File: src/rtl/button_conditioner.sv
// Multi-channel input conditioner: 2-FF synchroniser, per-channel debounce FSM,
// registered level, one-cycle edge pulses and a one-shot long-press pulse.
//
// state          | meaning
// RELEASED       | debounced level idle, watching for active input
// SETTLE_PRESS   | input active, counting toward acceptance of press
// PRESSED        | debounced level active, watching for idle input
// SETTLE_RELEASE | input idle, counting toward acceptance of release
module button_conditioner #(
  parameter int   WIDTH           = 4,
  parameter int   DEBOUNCE_CYCLES = 500000,
  parameter int   HOLD_CYCLES     = 100000000,
  parameter logic IDLE_LEVEL      = 1'b0
) (
  input  logic             CLK,
  input  logic             RESET,
  input  logic [WIDTH-1:0] IN,
  output logic [WIDTH-1:0] DB_OUT,
  output logic [WIDTH-1:0] PEDGE,
  output logic [WIDTH-1:0] NEDGE,
  output logic [WIDTH-1:0] LPRESS
);

  localparam int DW = $clog2(DEBOUNCE_CYCLES);
  localparam int HW = $clog2(HOLD_CYCLES + 1);

  localparam logic          ACTIVE    = ~IDLE_LEVEL;
  localparam logic [DW-1:0] DEB_LAST  = DW'(DEBOUNCE_CYCLES - 1);
  localparam logic [DW-1:0] DEB_ONE   = DW'(1);
  localparam logic [HW-1:0] HOLD_LAST = HW'(HOLD_CYCLES - 1);
  localparam logic [HW-1:0] HOLD_MAX  = HW'(HOLD_CYCLES);

  typedef enum logic [1:0] {
    RELEASED,
    SETTLE_PRESS,
    PRESSED,
    SETTLE_RELEASE
  } state_t;

  logic [WIDTH-1:0] sync1;
  logic [WIDTH-1:0] sync2;
  state_t           state    [WIDTH];
  logic [DW-1:0]    deb_cnt  [WIDTH];
  logic [HW-1:0]    hold_cnt [WIDTH];

  always_ff @(posedge CLK) begin
    if (RESET) begin
      sync1  <= {WIDTH{IDLE_LEVEL}};
      sync2  <= {WIDTH{IDLE_LEVEL}};
      DB_OUT <= {WIDTH{IDLE_LEVEL}};
      PEDGE  <= '0;
      NEDGE  <= '0;
      LPRESS <= '0;
      for (int i = 0; i < WIDTH; i++) begin
        state[i]    <= RELEASED;
        deb_cnt[i]  <= '0;
        hold_cnt[i] <= '0;
      end
    end else begin
      sync1 <= IN;
      sync2 <= sync1;
      for (int i = 0; i < WIDTH; i++) begin
        PEDGE[i]  <= 1'b0;
        NEDGE[i]  <= 1'b0;
        LPRESS[i] <= 1'b0;

        case (state[i])
          RELEASED: begin
            if (sync2[i] == ACTIVE) begin
              state[i]   <= SETTLE_PRESS;
              deb_cnt[i] <= DEB_ONE;
            end
          end
          SETTLE_PRESS: begin
            if (sync2[i] == IDLE_LEVEL) begin
              state[i]   <= RELEASED;
              deb_cnt[i] <= '0;
            end else if (deb_cnt[i] == DEB_LAST) begin
              state[i]   <= PRESSED;
              deb_cnt[i] <= '0;
              DB_OUT[i]  <= ACTIVE;
              // pulses follow the logical value DB_OUT takes, not press/release
              PEDGE[i]   <= ACTIVE;
              NEDGE[i]   <= ~ACTIVE;
            end else begin
              deb_cnt[i] <= deb_cnt[i] + 1'b1;
            end
          end
          PRESSED: begin
            if (sync2[i] == IDLE_LEVEL) begin
              state[i]   <= SETTLE_RELEASE;
              deb_cnt[i] <= DEB_ONE;
            end
          end
          SETTLE_RELEASE: begin
            if (sync2[i] == ACTIVE) begin
              state[i]   <= PRESSED;
              deb_cnt[i] <= '0;
            end else if (deb_cnt[i] == DEB_LAST) begin
              state[i]   <= RELEASED;
              deb_cnt[i] <= '0;
              DB_OUT[i]  <= IDLE_LEVEL;
              PEDGE[i]   <= IDLE_LEVEL;
              NEDGE[i]   <= ~IDLE_LEVEL;
            end else begin
              deb_cnt[i] <= deb_cnt[i] + 1'b1;
            end
          end
          default: begin
            state[i]   <= RELEASED;
            deb_cnt[i] <= '0;
          end
        endcase

        // saturating hold counter; the LAST compare can only hit once per press
        if (DB_OUT[i] == ACTIVE) begin
          if (hold_cnt[i] != HOLD_MAX) hold_cnt[i] <= hold_cnt[i] + 1'b1;
          if (hold_cnt[i] == HOLD_LAST) LPRESS[i] <= 1'b1;
        end else begin
          hold_cnt[i] <= '0;
        end
      end
    end
  end

endmodule
File: config.mk
export PLATFORM = sky130hd
export DESIGN_NAME = button_conditioner
export DESIGN_NICKNAME = d
export VERILOG_FILES = /design/src/rtl/button_conditioner.sv
export SDC_FILE = /design/constraint.sdc
export NUM_CORES = 1
export LEC_CHECK = 0
export CAP_MARGIN = 10
export CORE_ASPECT_RATIO = 0.8
export CORE_MARGIN = 3
export CORE_UTILIZATION = 60
export DETAILED_ROUTE_END_ITERATION = 7
export GPL_ROUTABILITY_DRIVEN = 0
export PLACE_DENSITY = 0.86
export SYNTH_ARGS = -nofsm -noshare
export SYNTH_HDL_FRONTEND = slang
export SYNTH_SLANG_ARGS = --single-unit
File: constraint.sdc
create_clock -name CLK -period 3.41 [get_ports CLK]
set_clock_uncertainty 0.15 [all_clocks]
set_input_delay 0.682 -clock CLK [delete_from_list [all_inputs] [get_ports CLK]]
set_output_delay 0.682 -clock CLK [all_outputs]
set_load 0.01 [all_outputs]
==> flow_summary.yaml <==
synth:
  synth_edf_count: 192
  async_flop_share_pct: 0
  synth.distinct_cells: 61
  synth_top_area_share_pct: 48.7
  syn_inst: 1138
  yosysTopAreaCell: "edfxtp_1"
  synth-seq-cells: 216
  synth_warnings: 0
  ys_top_cells_by_area: "edfxtp_1, xor2_1, dfxtp_1"
  synth_fp_nets: 1156
  syn_area_mm2: 0.0118
  synth_seq_area_share_pct: 52.8
  avgSynthCellArea_um2: 10.4
  synthFlopType: "edfxtp_1"
die:
  die_x_um: 163
  num_rows: 45
  dieArea_mm2: 0.0215
  fp.dieH_um: 132
  design.portCount: 22
  coreArea_mm2: 0.0191
  initial_utilization_pct: 61.8
final_layout:
  areaGrowthSynthToFinish_pct: 10.3
  fin_nets: 1173
  num-fill-cells: 1397
  post-route-cell-area_mm2: 0.0131
  n_antenna_cell: 0
  drive_above_1_share_pct: 7.00
pwr:
  powerDensity_mw_per_mm2: 545
  power_mw: 7.11
  irDropWorstVdd_v: 0.000344
  p_leak_nw: 4.10
worst_hold_path:
  holdPathEnd: "sync2[3]"
  worstHoldPathCells: 1
  min-delay-start: "sync1[3]"
  hp-class: "reg2reg"
critical_path:
  startpoint_type: "register"
  path_delay_family: "simple AND/OR/NAND/NOR gates"
  cp_slowest_cell: "or4b_1"
  timing.reg2reg.setup_slack_ns: 0.65
  crit_arrival_ns: 2.82
  cp.required_ns: 3.48
  rr_endpoint: "state[1][0]"
  reg2reg_from: "deb_cnt[1][12]"
  crit_path_end_kind: "register"
  slowest_delay_ns: 0.59
  path_cells: "or4b_1 > nor4_4 > a211o_1 > and2_1"
  cp_max_fo: 19
  worstRegToRegCells: 4
  path_buf_inv: 0
  crit_type: "reg2reg"
clocking:
  clock-sinks: 216
  clock-root-buffer: "clkbuf_16"
  cts_buffer_depth: 3
  path_clk_slew_ns: 0.06
  post_cts_resize_count: 0
  h-tree-depth: 1
  cts_tree: "done"
  cts_buffers: 23
  hold_buffers: 0
  cts_setup_buffers: 0
  clk-insertion-delay-late_ns: 0.50
route:
  post-route-drc-count: 0
  routed_wl_um: 23700
  drt_iter0_drc: 897
  ant_nets: 0
  vias: 8965
  drtPass1Iterations: 5
  routed_via_density: 6.27
  wire_per_inst_um: 16.6
global_routing:
  grt_usage_pct: 21.8
  grt_max_degree: 31
  antenna_found_initial: 0
  grt.overflow.total: 0
  grt_pass1_vias: 8342
  grt_pass1_wl_um: 40100
timing:
  fin_ws_ns: 0.654
  tightestPinTransition_ns: 1.11
  setup_viol: 0
  hold_violations: 0
  final.min_clock_period_ns: 2.76
  timing.fmax_ghz: 0.363
  maxSlewViolCount: 0
  fin_crit_sh_pct: 80.8
  holdWs_ns: 0.291
  rsz0062_at_grt: "false"
  fin_tns_setup_ns: 0
  relSlewSlack_pct: 26.0
place:
  place_worst_setup_slack_ns: 0.465
  dp_hpwl_um: 15600
  port_buffers: 21
  placed_cell_area_mm2: 0.0123
job:
  drv_cap: 0
run_status:
  status: "completed"
==> synthesized netlist by cell type (3+ instances only) <==
master,n
xor2_1,60
a21oi_1,80
nor2b_1,11
nor2_1,124
or3_1,45
o31ai_2,3
nor4b_1,7
nor3_1,20
edfxtp_1,192
clkbuf_1,32
buf_2,7
dfxtp_1,24
ha_1,12
or4b_1,3
inv_1,32
xnor2_1,42
or4_4,5
nor4_1,15
o21ai_0,40
or4_1,39
a21o_1,5
nand2_1,72
and4b_1,3
nand4_1,54
nand3_1,74
and3_1,18
nand2b_1,3
and2_1,9
and4_1,28
nand3b_1,3
o31ai_1,36
or2_2,4
==> cell type report <==
cell class / count / area [um2] / share of cell area, %
Clock inverter: 14 / 149 / 1.14
Timing Repair Buffer: 36 / 323 / 2.47
Inverter: 32 / 120 / 0.920
Clock buffer: 27 / 611 / 4.68
Multi-Input combinational cell: 846 / 5280 / 40.5
Sequential cell: 216 / 6250 / 47.9
Tap cell: 258 / 323 / 2.47
==> sequential cells by signal (all words and copies together), names as in the netlist <==
register and flops:
hold_cnt 108, deb_cnt 76, state 8, DB_OUT 4, LPRESS 4, NEDGE 4
PEDGE 4, sync1 4, sync2 4
==> report_power, final <==
| part | switching [mW] | internal [mW] | leakage [nW] |
|---|---|---|---|
| combinational | 0.456 | 0.328 | 1.25 |
| clock | 1.01 | 1.51 | 0.386 |
| sequential | 0.471 | 3.34 | 2.46 |
==> worst max path at each step <==
stage | slack, ns | to | cells past startpoint | startpoint
2_1_floorplan | 0.81 | hold_cnt[3][0] | 4 | RESET
3_3_place_gp | 0.49 | hold_cnt[1][22] | 3 | RESET
3_5_place_dp | 0.47 | hold_cnt[1][22] | 3 | RESET
4_1_cts | 0.67 | state[1][0] | 4 | deb_cnt[1][12]
5_1_grt | 0.48 | state[1][0] | 4 | deb_cnt[1][12]
6_report | 0.65 | state[1][0] | 4 | deb_cnt[1][12]
==> cells by family (layout without fill, tap and decap cells) <==
logic type / after synthesis / count (layout) / synth area share, %
AND/OR/NAND/NOR: 554 / 554 / 26.6
adder cells (fa/ha/maj): 12 / 12 / 1.27
flip-flops: 216 / 216 / 52.8
AO/OA/AOI/OAI: 178 / 178 / 9.09
XOR/XNOR: 102 / 102 / 7.55
buffers and inverters: 76 / 109 / 2.68
==> metrics by stage <==
stage          util [%]  std cells
3_5_place_dp       64.2       1388
3_3_place_gp       64.2       1388
5_1_grt            68.2       1429
6_report           68.2       1429
4_1_cts            68.2       1429
2_1_floorplan         -       1138
==> placed cells by master (no fill, tap or decap), drive strengths merged, types with 28 or more instances in the layout <==
cell,instances
a21oi,82
or3,45
edfxtp,192
inv,32
nand2,72
xor2,60
xnor2,42
o31ai,39
and4,28
or4,44
o21ai,40
nand4,55
nor2,124
nand3,75
==> metal layers <==
layer	share of wire, %	up-vias	global-route usage, %
met2	47	220	34.3
li1	-	4363	-
met3	4.7	32	3.06
met4	1.6	0	4.60
met1	47	4350	32.4
met5	0	-	0
No activity file was read; power rests on OpenSTA's default activity.
